==> config.mk <==
export PLATFORM = sky130hd
export DESIGN_NAME = pc_fetch_ctrl
export DESIGN_NICKNAME = d
export VERILOG_FILES = /design/src/rtl/pc_ctrl_pkg.sv /design/src/rtl/pc_next_sel.sv /design/src/rtl/pc_fetch_ctrl.sv
export SDC_FILE = /design/constraint.sdc
export NUM_CORES = 1
export LEC_CHECK = 0
export ABC_AREA = 1
export CORE_UTILIZATION = 50
export CTS_CLUSTER_DIAMETER = 60
export CTS_CLUSTER_SIZE = 10
export DETAILED_ROUTE_END_ITERATION = 12
export PLACE_DENSITY = 0.81
export SKIP_LAST_GASP = 1
export SYNTH_ARGS = -nofsm -noshare
export SYNTH_HDL_FRONTEND = slang
export SYNTH_SLANG_ARGS = --single-unit
==> constraint.sdc <==
create_clock -name clk -period 3.9 [get_ports clk]
set_input_delay 0.78 -clock clk [delete_from_list [all_inputs] [get_ports clk]]
set_output_delay 0.78 -clock clk [all_outputs]
set_load 0.01 [all_outputs]
==> src/rtl/pc_ctrl_pkg.sv <==
// Shared types and constants for the instruction-fetch sequencer.
package pc_ctrl_pkg;

    typedef enum logic [1:0] {
        S_IDLE,
        S_FETCH,
        S_HOLD
    } state_e;

    localparam logic [31:0] NOP_INSTR = 32'h0000_0013;
    localparam logic [31:0] PC_STEP   = 32'd4;

    function automatic logic [31:0] align_word(input logic [31:0] addr);
        return {addr[31:2], 2'b00};
    endfunction

endpackage

==> src/rtl/pc_next_sel.sv <==
// Next-PC priority mux: exception, then redirect, then sequential advance, else hold.
module pc_next_sel
    import pc_ctrl_pkg::*;
#(
    parameter logic [31:0] EXC_VECTOR = 32'h0000_0080
) (
    input  logic        exc_take,
    input  logic        redirect_valid,
    input  logic [31:0] redirect_target,
    input  logic        advance,
    input  logic [31:0] pc,
    output logic [31:0] pc_next
);

    always_comb begin
        if (exc_take) begin
            pc_next = EXC_VECTOR;
        end else if (redirect_valid) begin
            pc_next = align_word(redirect_target);
        end else if (advance) begin
            pc_next = pc + PC_STEP;
        end else begin
            pc_next = pc;
        end
    end

endmodule

==> src/rtl/pc_fetch_ctrl.sv <==
// Instruction-fetch sequencer: owns the PC, drives the imem handshake, fills the IF/ID slot.
// Optional exception entry (exc_req / exc_epc) is enabled by defining PC_EXC_EN.
module pc_fetch_ctrl
    import pc_ctrl_pkg::*;
#(
    parameter logic [31:0] RESET_PC   = 32'h0000_0000,
    parameter logic [31:0] EXC_VECTOR = 32'h0000_0080
) (
    input  logic        clk,
    input  logic        rst_n,
`ifdef PC_EXC_EN
    input  logic        exc_req,
    output logic [31:0] exc_epc,
`endif
    output logic        imem_req,
    output logic [31:0] imem_addr,
    input  logic        imem_ready,
    input  logic [31:0] imem_rdata,
    input  logic        stall,
    input  logic        redirect_valid,
    input  logic [31:0] redirect_target,
    output logic        if_valid,
    output logic [31:0] if_pc,
    output logic [31:0] if_instr
);

    state_e      state_q, state_d;
    logic [31:0] pc_q, pc_next;
    logic [31:0] addr_q;
    logic [31:0] skid_q;
    logic        drop_q;
    logic        if_valid_q;
    logic [31:0] if_pc_q, if_instr_q;

    logic        exc_take;
    logic        flush;
    logic        fetch_done;
    logic        take_fetch;
    logic        take_skid;
    logic        advance;

`ifdef PC_EXC_EN
    logic [31:0] exc_epc_q;
    assign exc_take = exc_req;
    assign exc_epc  = exc_epc_q;
`else
    assign exc_take = 1'b0;
`endif

    assign flush      = exc_take | redirect_valid;
    assign fetch_done = (state_q == S_FETCH) & imem_ready;
    assign take_fetch = fetch_done & ~drop_q & ~stall;
    assign take_skid  = (state_q == S_HOLD) & ~stall;
    assign advance    = take_fetch | take_skid;

    pc_next_sel #(
        .EXC_VECTOR (EXC_VECTOR)
    ) u_next_sel (
        .exc_take        (exc_take),
        .redirect_valid  (redirect_valid),
        .redirect_target (redirect_target),
        .advance         (advance),
        .pc              (pc_q),
        .pc_next         (pc_next)
    );

    always_ff @(posedge clk or negedge rst_n) begin
        if (!rst_n) begin
            state_q <= S_IDLE;
        end else begin
            state_q <= state_d;
        end
    end

    always_comb begin
        state_d = state_q;
        unique case (state_q)
            S_IDLE:  state_d = S_FETCH;
            S_FETCH: begin
                if (!flush && fetch_done && !drop_q && stall) begin
                    state_d = S_HOLD;
                end
            end
            S_HOLD: begin
                if (flush || !stall) begin
                    state_d = S_FETCH;
                end
            end
            default: state_d = S_IDLE;
        endcase
    end

    always_comb begin
        imem_req  = (state_q == S_FETCH);
        imem_addr = addr_q;
    end

    // addr_q tracks pc_q but is frozen while a request is outstanding, so a redirect
    // into a pending fetch only moves the logical PC.
    always_ff @(posedge clk or negedge rst_n) begin
        if (!rst_n) begin
            pc_q       <= RESET_PC;
            addr_q     <= RESET_PC;
            drop_q     <= 1'b0;
            skid_q     <= NOP_INSTR;
            if_valid_q <= 1'b0;
            if_pc_q    <= 32'h0;
            if_instr_q <= NOP_INSTR;
        end else begin
            pc_q <= pc_next;
            if (!(imem_req && !imem_ready)) begin
                addr_q <= pc_next;
            end
            drop_q <= (state_q == S_FETCH) & ~imem_ready & (drop_q | flush);
            if (fetch_done && !flush && !drop_q && stall) begin
                skid_q <= imem_rdata;
            end
            if (flush) begin
                if_valid_q <= 1'b0;
            end else if (take_fetch) begin
                if_valid_q <= 1'b1;
                if_pc_q    <= pc_q;
                if_instr_q <= imem_rdata;
            end else if (take_skid) begin
                if_valid_q <= 1'b1;
                if_pc_q    <= pc_q;
                if_instr_q <= skid_q;
            end
        end
    end

`ifdef PC_EXC_EN
    always_ff @(posedge clk or negedge rst_n) begin
        if (!rst_n) begin
            exc_epc_q <= 32'h0;
        end else if (exc_req) begin
            exc_epc_q <= if_valid_q ? if_pc_q : pc_q;
        end
    end
`endif

    assign if_valid = if_valid_q;
    assign if_pc    = if_pc_q;
    assign if_instr = if_instr_q;

endmodule

Word-level counts from Yosys, hierarchy flattened

Index checks and enable logic that the tools add are counted.

Magnitude comparators: 0
Bitwise logic cells: 12
Reduce and logical (&&, ||, !) cells: 14
Multiply operators: 0
Add/sub/neg operators: 1
Multiplexer cells: 12
Equal/unequal tests: 4
Shift operators: 0
Div/mod/pow operators: 0

Operators with widths:

| cell                                                             | number |
|---|---|
| 32-bit two-way mux                                               | 6 |
| 32-bit by 3-bit adder with 32-bit output (second input constant) | 1 |
| 1-bit AND                                                        | 6 |
| 2-bit one-hot mux with 3 select lines                            | 1 |
| 1-bit logical AND                                                | 4 |
| 1-bit logical NOT                                                | 4 |
| 2-bit two-way mux                                                | 2 |
| 2-bit by 1-bit != test with 1-bit output (second input constant) | 2 |
| 1-bit inverter                                                   | 4 |
| 2-bit AND reduction                                              | 2 |
| 1-bit two-way mux                                                | 3 |
| 3-bit nonzero test                                               | 1 |
| 2-bit by 1-bit == test with 1-bit output (second input constant) | 1 |
| 2-bit == test (second input constant)                            | 1 |
| 2-bit logical NOT                                                | 1 |
| 1-bit bitwise OR                                                 | 2 |
| 2-bit nonzero test                                               | 1 |
| 1-bit logical OR                                                 | 1 |

Latch bits: 0
RAM bits: 0
Bits in read-only memories: 0
Register bits after elaboration: 164
Bits of input ports: 69
Output and inout port bits: 98
Memories kept: 0
Word-level logic and storage cells: 51

Logic depth before layout (Yosys ltp)

Gate-level depths: netlist of run 1.

Word-level depth: 7
Gate-level depth with buffers: 12
Depth with buffers taken out: 12

Cells and area by module

Synthesis of run 1 repeated with hierarchy kept, for this count alone.

Cells, all modules: 1037
Area total of the unflattened synthesis: 7842.5 um^2

Modules (own cells, without submodules):

| module        | area an instance (um^2) | seq. area each (um^2) | instances | cells each |
|---|---|---|---|---|
| pc_fetch_ctrl | 6392.4                  | 4111.4                | 1         | 713 |
| pc_next_sel   | 1450.1                  | 0.0                   | 1         | 324 |

Least setup slack after synthesis of run 1

Ideal clock, no wire load.

Path type: input-to-reg
From: input redirect_valid
To: register skid_q[10]
Stages on the path: 6
Arrival: 1.857 ns
Buffers on the path: 2
Required time: 3.775 ns
Setup slack: 1.918 ns
Setup time: 0.125 ns
Cells stage by stage: clkbuf_1 > nor2_1 > inv_1 > nor2_2 > buf_2 > mux2_2

Word-level cells in the longest chain between the ends: 4

Ends and longest elaborated chain:

| what                           | RTL line             | source |
|---|---|---|
| start, declared                | pc_fetch_ctrl.sv:20  | `input logic redirect_valid,` |
| 1-bit logical NOT              | pc_fetch_ctrl.sv:115 | `if (fetch_done && !flush && !drop_q && stall) begin` |
| 1-bit logical AND (3 in a row) | pc_fetch_ctrl.sv:115 |  |
| end signal, assigned           | pc_fetch_ctrl.sv:116 | `skid_q <= imem_rdata;` |
| end, declared                  | pc_fetch_ctrl.sv:30  | `logic [31:0] skid_q;` |

Every way passes these cells.
A chain may end at the register's enable or synchronous reset.

Worst setup path in the final report of run 1

From: input imem_ready
To: register if_instr_q[28], in the netlist if_instr[28]

Word-level cells in the longest chain between the ends: 5
Elaborated cells on any way between the ends: 6
Classes of those cells: mux (1); bitwise (3); reduce/logical (2)

Ends and longest elaborated chain:

| what                                 | RTL line             | source |
|---|---|---|
| start, declared                      | pc_fetch_ctrl.sv:17  | `input logic imem_ready,` |
| 1-bit AND *                          | pc_fetch_ctrl.sv:51  | `assign fetch_done = (state_q == S_FETCH) & imem_ready;` |
| 1-bit AND * (2 in a row)             | pc_fetch_ctrl.sv:52  | `assign take_fetch = fetch_done & ~drop_q & ~stall;` |
| 2-bit nonzero test (no source line)  | -                    |  |
| 2-bit AND reduction (no source line) | -                    |  |
| end signal, assigned                 | pc_fetch_ctrl.sv:123 | `if_instr_q <= imem_rdata;` |
| end signal, assigned                 | pc_fetch_ctrl.sv:127 | `if_instr_q <= skid_q;` |
| end, declared                        | pc_fetch_ctrl.sv:33  | `logic [31:0] if_pc_q, if_instr_q;` |

Every way passes the cells marked *; elsewhere a longest branch is shown, timed or not.

==> flow_summary.toml, run 1 <==
[run_status]
status = "finished, final reports clean"

[routing]
postRouteWirelength_um = 19150
drtIter0Drc = 418
drt-vias-per-instance = 5.224
drc = 0
antenna_left = 0
num_vias = 6332
wire_per_inst_um = 15.80
first_pass_iters = 6

[synthesis]
syn_area_um2 = 7436
yosys.cell_types.count = 29
synth_cells = 861
avgSynthCellArea_um2 = 8.636
synth_nets = 931
ys_ff_latch = 164
ys_seq_area_share_pct = 55.29
yosysWarnings = 0

[timing]
setup_viol = 0
worst_pin_slew_ns = 0.9218
tns_ns = 0
fin_ws_ns = 1.403
whs_ns = 0.3433
maxSlewHeadroom_pct = 38.48
rsz0062_at_grt = "false"
timing.fmax_ghz = 0.4005
min_period_ns = 2.497
period_share_pct = 64.03
final_max_slew_viol_count = 0
hold_violations = 0
skew_ns = 0.007249

[pwr]
p_total_mw = 5.442
leakagePower_nw = 4.439
switching_share_pct = 29.06
powerDensity_nw_per_um2 = 555.5
p_comb_share_pct = 26.7
ir_drop_mv = 0.3072
power_frac_seq_pct = 43.2
power.share.clock_pct = 30.0
switchingPower_mw = 1.581
p_int_mw = 3.861

[floorplan]
fp-row-count = 44
coreArea_um2 = 14530
start_util_pct = 51.16
die_area_um2 = 15360
io_pins = 167
die_w_um = 124.0
fp.dieH_um = 124.0

[worst_setup_path]
crit_type = "input port to flip-flop"
critPathMaxFanout = 67
critPathLaunchType = "input port"
ff2ff_path_depth = 8
cp_data_required_time_ns = 4.24
arrival_ns = 2.84
crit_path_end_kind = "flip-flop"

[min_path]
hold_path_class = "input port to asynchronous set/reset pin"

[placed_design]
dp_slack_ns = 0.9895
place_congestion = 0.9095
portBuffers = 164
dp_hpwl_um = 13400

[run]
max-cap-violations = 0

[clocking]
cts_tree = "built"
cts_resized = 0
cts_setup_buffers = 0
cts_hold_buf = 0
cts.sinks = 164
clk_root_buffer_cell = "clkbuf_16"
clockBufferDepth = 2
clk_pin_slew_ns = 0.06
cts_max_level = 4
clock_latency_ns = 0.42
cts_buffers = 17

[global_route]
track_usage_pct = 26.28
grt_start_max_net_pins = 99
grt_pass1_vias = 5814
antenna_found_initial = 0
grt_overflow_total = 0
grt_first_pass_wirelength_um = 30060

[finish]
fillers = 1159
areaGrowthSynthToFinish_pct = 31.73
final_nets = 1085
multi_input_area_um2 = 2932
seqCellArea_um2 = 4111
diodes = 0
final_util_pct = 67.40
final_common_cell = "nand2_1"
final_cell_mix = "nand2_1, clkdlybuf4s50_1, dfrtp_1, nor2_1, inv_1"
layout-drive-gt1-share_pct = 10.02
==> power groups by stage <==
stage	Sequential, mW	Combinational, mW	Clock (mW)
2_1_floorplan	2.46	0.543	0
3_5_place_dp	2.38	1.46	0
5_1_grt	2.40	1.61	1.73
6_report	2.35	1.45	1.63
4_1_cts	2.35	1.47	1.66
3_3_place_gp	2.36	1.42	0
==> critical path: stages <==
cell and delay [ns]:
clkdlybuf4s50_1 0.45, inv_1 0.06, nor2_2 0.14, nand3_4 0.09, nand2_2 0.33, nand2_2 0.10, inv_2 0.06, buf_4 0.50
nor2_1 0.08, a31oi_1 0.18
==> metal layers <==
layer  track usage [%]  vias up  share of wire [%]
met3             5.220       28                7.2
met2             38.13      243                 44
met1             39.19     2975                 47
met5                 0        -                  0
li1                  -     3086                  -
met4             9.077        0                1.8
==> path summary, 6_finish.rpt <==
kind / startpoint / to / slack (ns)
worst max-delay path: imem_ready / if_instr[28] / 1.40
worst max register to register: state_q[1] / if_instr[28] / 1.80
max in group asynchronous: rst_n / skid_q[0] / 2.57
worst min register to register: imem_addr[25] / imem_addr[25] / 0.48
worst min-delay path: rst_n / if_pc[24] / 0.34
min in group clk: imem_addr[25] / imem_addr[25] / 0.48
==> per-stage QoR <==
stage / area [um^2] / cells
after floorplan: 7436 / 861
after global placement: 9218 / 1180
after detailed placement: 9218 / 1180
after CTS: 9796 / 1212
after global routing: 9796 / 1212
final: 9796 / 1212
==> cells in the mapped netlist <==
cell      number  area share [%]
o211ai_1       8            0.81
o21ai_0       43             2.9
clkbuf_1      19            0.96
or2_2         12             1.0
a21oi_1        5            0.34
ha_1           1            0.17
nand2_1      286              14
nand3_4        1            0.24
o21ai_1        1           0.067
and2_1        10            0.84
xor2_1         5            0.59
nand2_2        2            0.17
nor2_2         6            0.50
o21a_1         3            0.30
buf_1          2            0.10
buf_2         16             1.1
inv_1         57             2.9
dfrtp_1      158              53
a21boi_0       3            0.30
nor3_1         2            0.13
dfstp_2        6             2.1
nand4_1        8            0.67
buf_6          2            0.30
a31oi_1       37             3.1
mux2_2        31             4.7
nand3_1       53             3.6
mux2_1         1            0.15
nor2_1        81             4.1
nor2_4         2            0.30
==> sequential cells by signal (all words and copies together), names as in the netlist <==
register	flops
if_pc	32
skid_q	32
if_valid	1
if_instr	32
pc_q	32
state_q	2
drop_q	1
imem_addr	32
==> cells by family (layout without fill, tap and decap cells) <==
| family | count (synthesis) | in the layout | share of synthesized area (%) |
|---|---|---|---|
| DFF | 164 | 164 | 55.29 |
| adders and majority gates | 1 | 1 | 0.1682 |
| xor gates and xnor gates | 5 | 5 | 0.5889 |
| buffers and inverters | 96 | 263 | 5.317 |
| and+or+nand+nor | 463 | 463 | 25.96 |
| AOI/OAI and AO/OA | 100 | 100 | 7.824 |
| muxes | 32 | 32 | 4.846 |
==> layout make-up <==
class                           count  share of cell area (%)
Clock inverter                     12                   1.341
Clock buffer                       20                   4.560
Tap cell                          184                   2.350
Timing Repair Buffer              174                   17.67
Sequential cell                   164                   41.97
Inverter                           57                   2.184
Multi-Input combinational cell    601                   29.93
(Power assumes the default switching activity.)
==> run 2: changes to the inputs <==
==> constraint.sdc (replaced) <==
create_clock -name clk -period 2.34 [get_ports clk]
set_input_delay 0.468 -clock clk [delete_from_list [all_inputs] [get_ports clk]]
set_output_delay 0.468 -clock clk [all_outputs]
set_load 0.01 [all_outputs]
==> run 2 against run 1 <==
Net effect: global-route usage increased by 1.6 points; clock skew down 0.0013 ns; via count rose by 2.6%; total power increased by 75%; cell count increased by 0.66%; critical path type is now flip-flop to output pin.
==> flow_summary.toml, run 2 (synthesis gave the netlist of run 1 again) <==
[run_status]
status = "finished, final reports clean"

[routing]
drc = 0
first_pass_iters = 5
antenna_left = 0
num_vias = 6497
wire_per_inst_um = 16.21
postRouteWirelength_um = 19780
drt-vias-per-instance = 5.325
drtIter0Drc = 508

[worst_setup_path]
slowest_delay_ns = 0.59
cp_data_required_time_ns = 1.87
crit_path_end_kind = "output pin"
critPathLaunchType = "flip-flop"
crit_chain = "nor2_4, clkdlybuf4s50_1"
critPathMaxFanout = 4
cp_slowest_cell = "clkdlybuf4s50_1"
arrival_ns = 1.65
crit_type = "flip-flop to output pin"

[floorplan]
die_w_um = 124.0
start_util_pct = 51.16
fp.dieH_um = 124.0
coreArea_um2 = 14530
die_area_um2 = 15360
io_pins = 167
fp-row-count = 44

[clocking]
cts_hold_buf = 0
clockBufferDepth = 2
cts_resized = 0
clk_root_buffer_cell = "clkbuf_16"
clk_pin_slew_ns = 0.07
cts.sinks = 164
cts_setup_buffers = 0
cts_max_level = 4
clock_latency_ns = 0.43
cts_buffers = 17
cts_tree = "built"

[finish]
instances_no_fill = 1220
layout-drive-gt1-share_pct = 10.91
final_cell_mix = "nand2_1, clkdlybuf4s50_1, dfrtp_1, nor2_1, inv_1"
diodes = 0
areaGrowthSynthToFinish_pct = 34.85
final_nets = 1093
fin_area_um2 = 10030
final_common_cell = "nand2_1"

[pwr]
p_int_mw = 6.801
powerDensity_nw_per_um2 = 949.9
switchingPower_mw = 2.724
ir_drop_mv = 0.5715
switching_share_pct = 28.60
p_comb_share_pct = 26.0
leakagePower_nw = 4.546
power_frac_seq_pct = 41.2
power.share.clock_pct = 32.8

[placed_design]
dp_hpwl_um = 13780
place_congestion = 0.9327
dp_slack_ns = 0.02568
dpl.cell_count = 1188
placed_area_um2 = 9365
portBuffers = 164

[timing]
hold_violations = 0
min_period_ns = 2.118
final_max_slew_viol_count = 0
setup_viol = 0
tns_ns = 0
whs_ns = 0.01589
skew_ns = 0.005950
period_share_pct = 90.52
worst_pin_slew_ns = 0.9261
timing.fmax_ghz = 0.4721
rsz0062_at_grt = "false"
fin_ws_ns = 0.2218
maxSlewHeadroom_pct = 38.19

[global_route]
grt_overflow_total = 0
grt_start_max_net_pins = 63
antenna_found_initial = 0
grt_pass1_vias = 6126
track_usage_pct = 27.91
grt_first_pass_wirelength_um = 31730

[run]
max-cap-violations = 0

[min_path]
hold_path_class = "input port to asynchronous set/reset pin"
[run 2: changes by cell type in the layout (fill, tap and decap cells not counted), sizes merged]
cell	before	now
buf	11	19
bufinv	2	5
clkbuf	20	18
clkinv	8	4
inv	58	61
[run 2: worst paths after layout]
kind | cells past startpoint | slack (ns) | to | start
setup / recovery | 2 | 0.22 | imem_req | state_q[1]
hold / removal | 1 | 0.02 | if_pc[23] | rst_n
setup reg to reg | 12 | 0.39 | imem_addr[30] | pc_q[2]
hold reg to reg | 2 | 0.48 | if_pc[18] | if_pc[18]
max in group asynchronous | 2 | 1.65 | imem_addr[16] | rst_n
min in group clk | 2 | 0.48 | if_pc[18] | if_pc[18]
[run 2: critical path: cells and delay by family, from the launching register on]
kind	cells	cell delay (ns)
AND/OR/NAND/NOR	1	0.18
flip-flops	1	0.44
buffers and inverters	1	0.59
[run 2: layout make-up]
cell class                 instances  area (um^2)
fill                            1122         4507
sequential                       164         4111
multi-input combinational        601         2932
clock inverter                    14        222.7
inverter                          57        214.0
clock buffer                      18        439.2
timing repair buffer             182         1878
tap                              184        230.2
[run 2: metrics by stage]
step	utilization (%)	power, mW
after global routing	68.99	10.02
final	68.99	9.525
after global placement	64.44	6.336
after detailed placement	64.44	6.424
after CTS	68.99	9.590
after floorplan	-	5.013
[run 2: layer usage]
metal / global-route usage [%] / vias to the layer above / routed length, um
met2: 40.24 / 269 / 8675
met1: 41.10 / 3068 / 9171
met4: 11.31 / 0 / 548
li1: - / 3116 / -
met3: 5.723 / 44 / 1386
met5: 0 / - / 0
[run 2: power groups by stage]
stage / combinational (mW) / sequential [mW] / clock [mW]
after floorplan: 0.905 / 4.11 / 0
after global placement: 2.41 / 3.93 / 0
after detailed placement: 2.47 / 3.96 / 0
after CTS: 2.50 / 3.92 / 3.17
after global routing: 2.73 / 4.01 / 3.29
final: 2.48 / 3.92 / 3.12
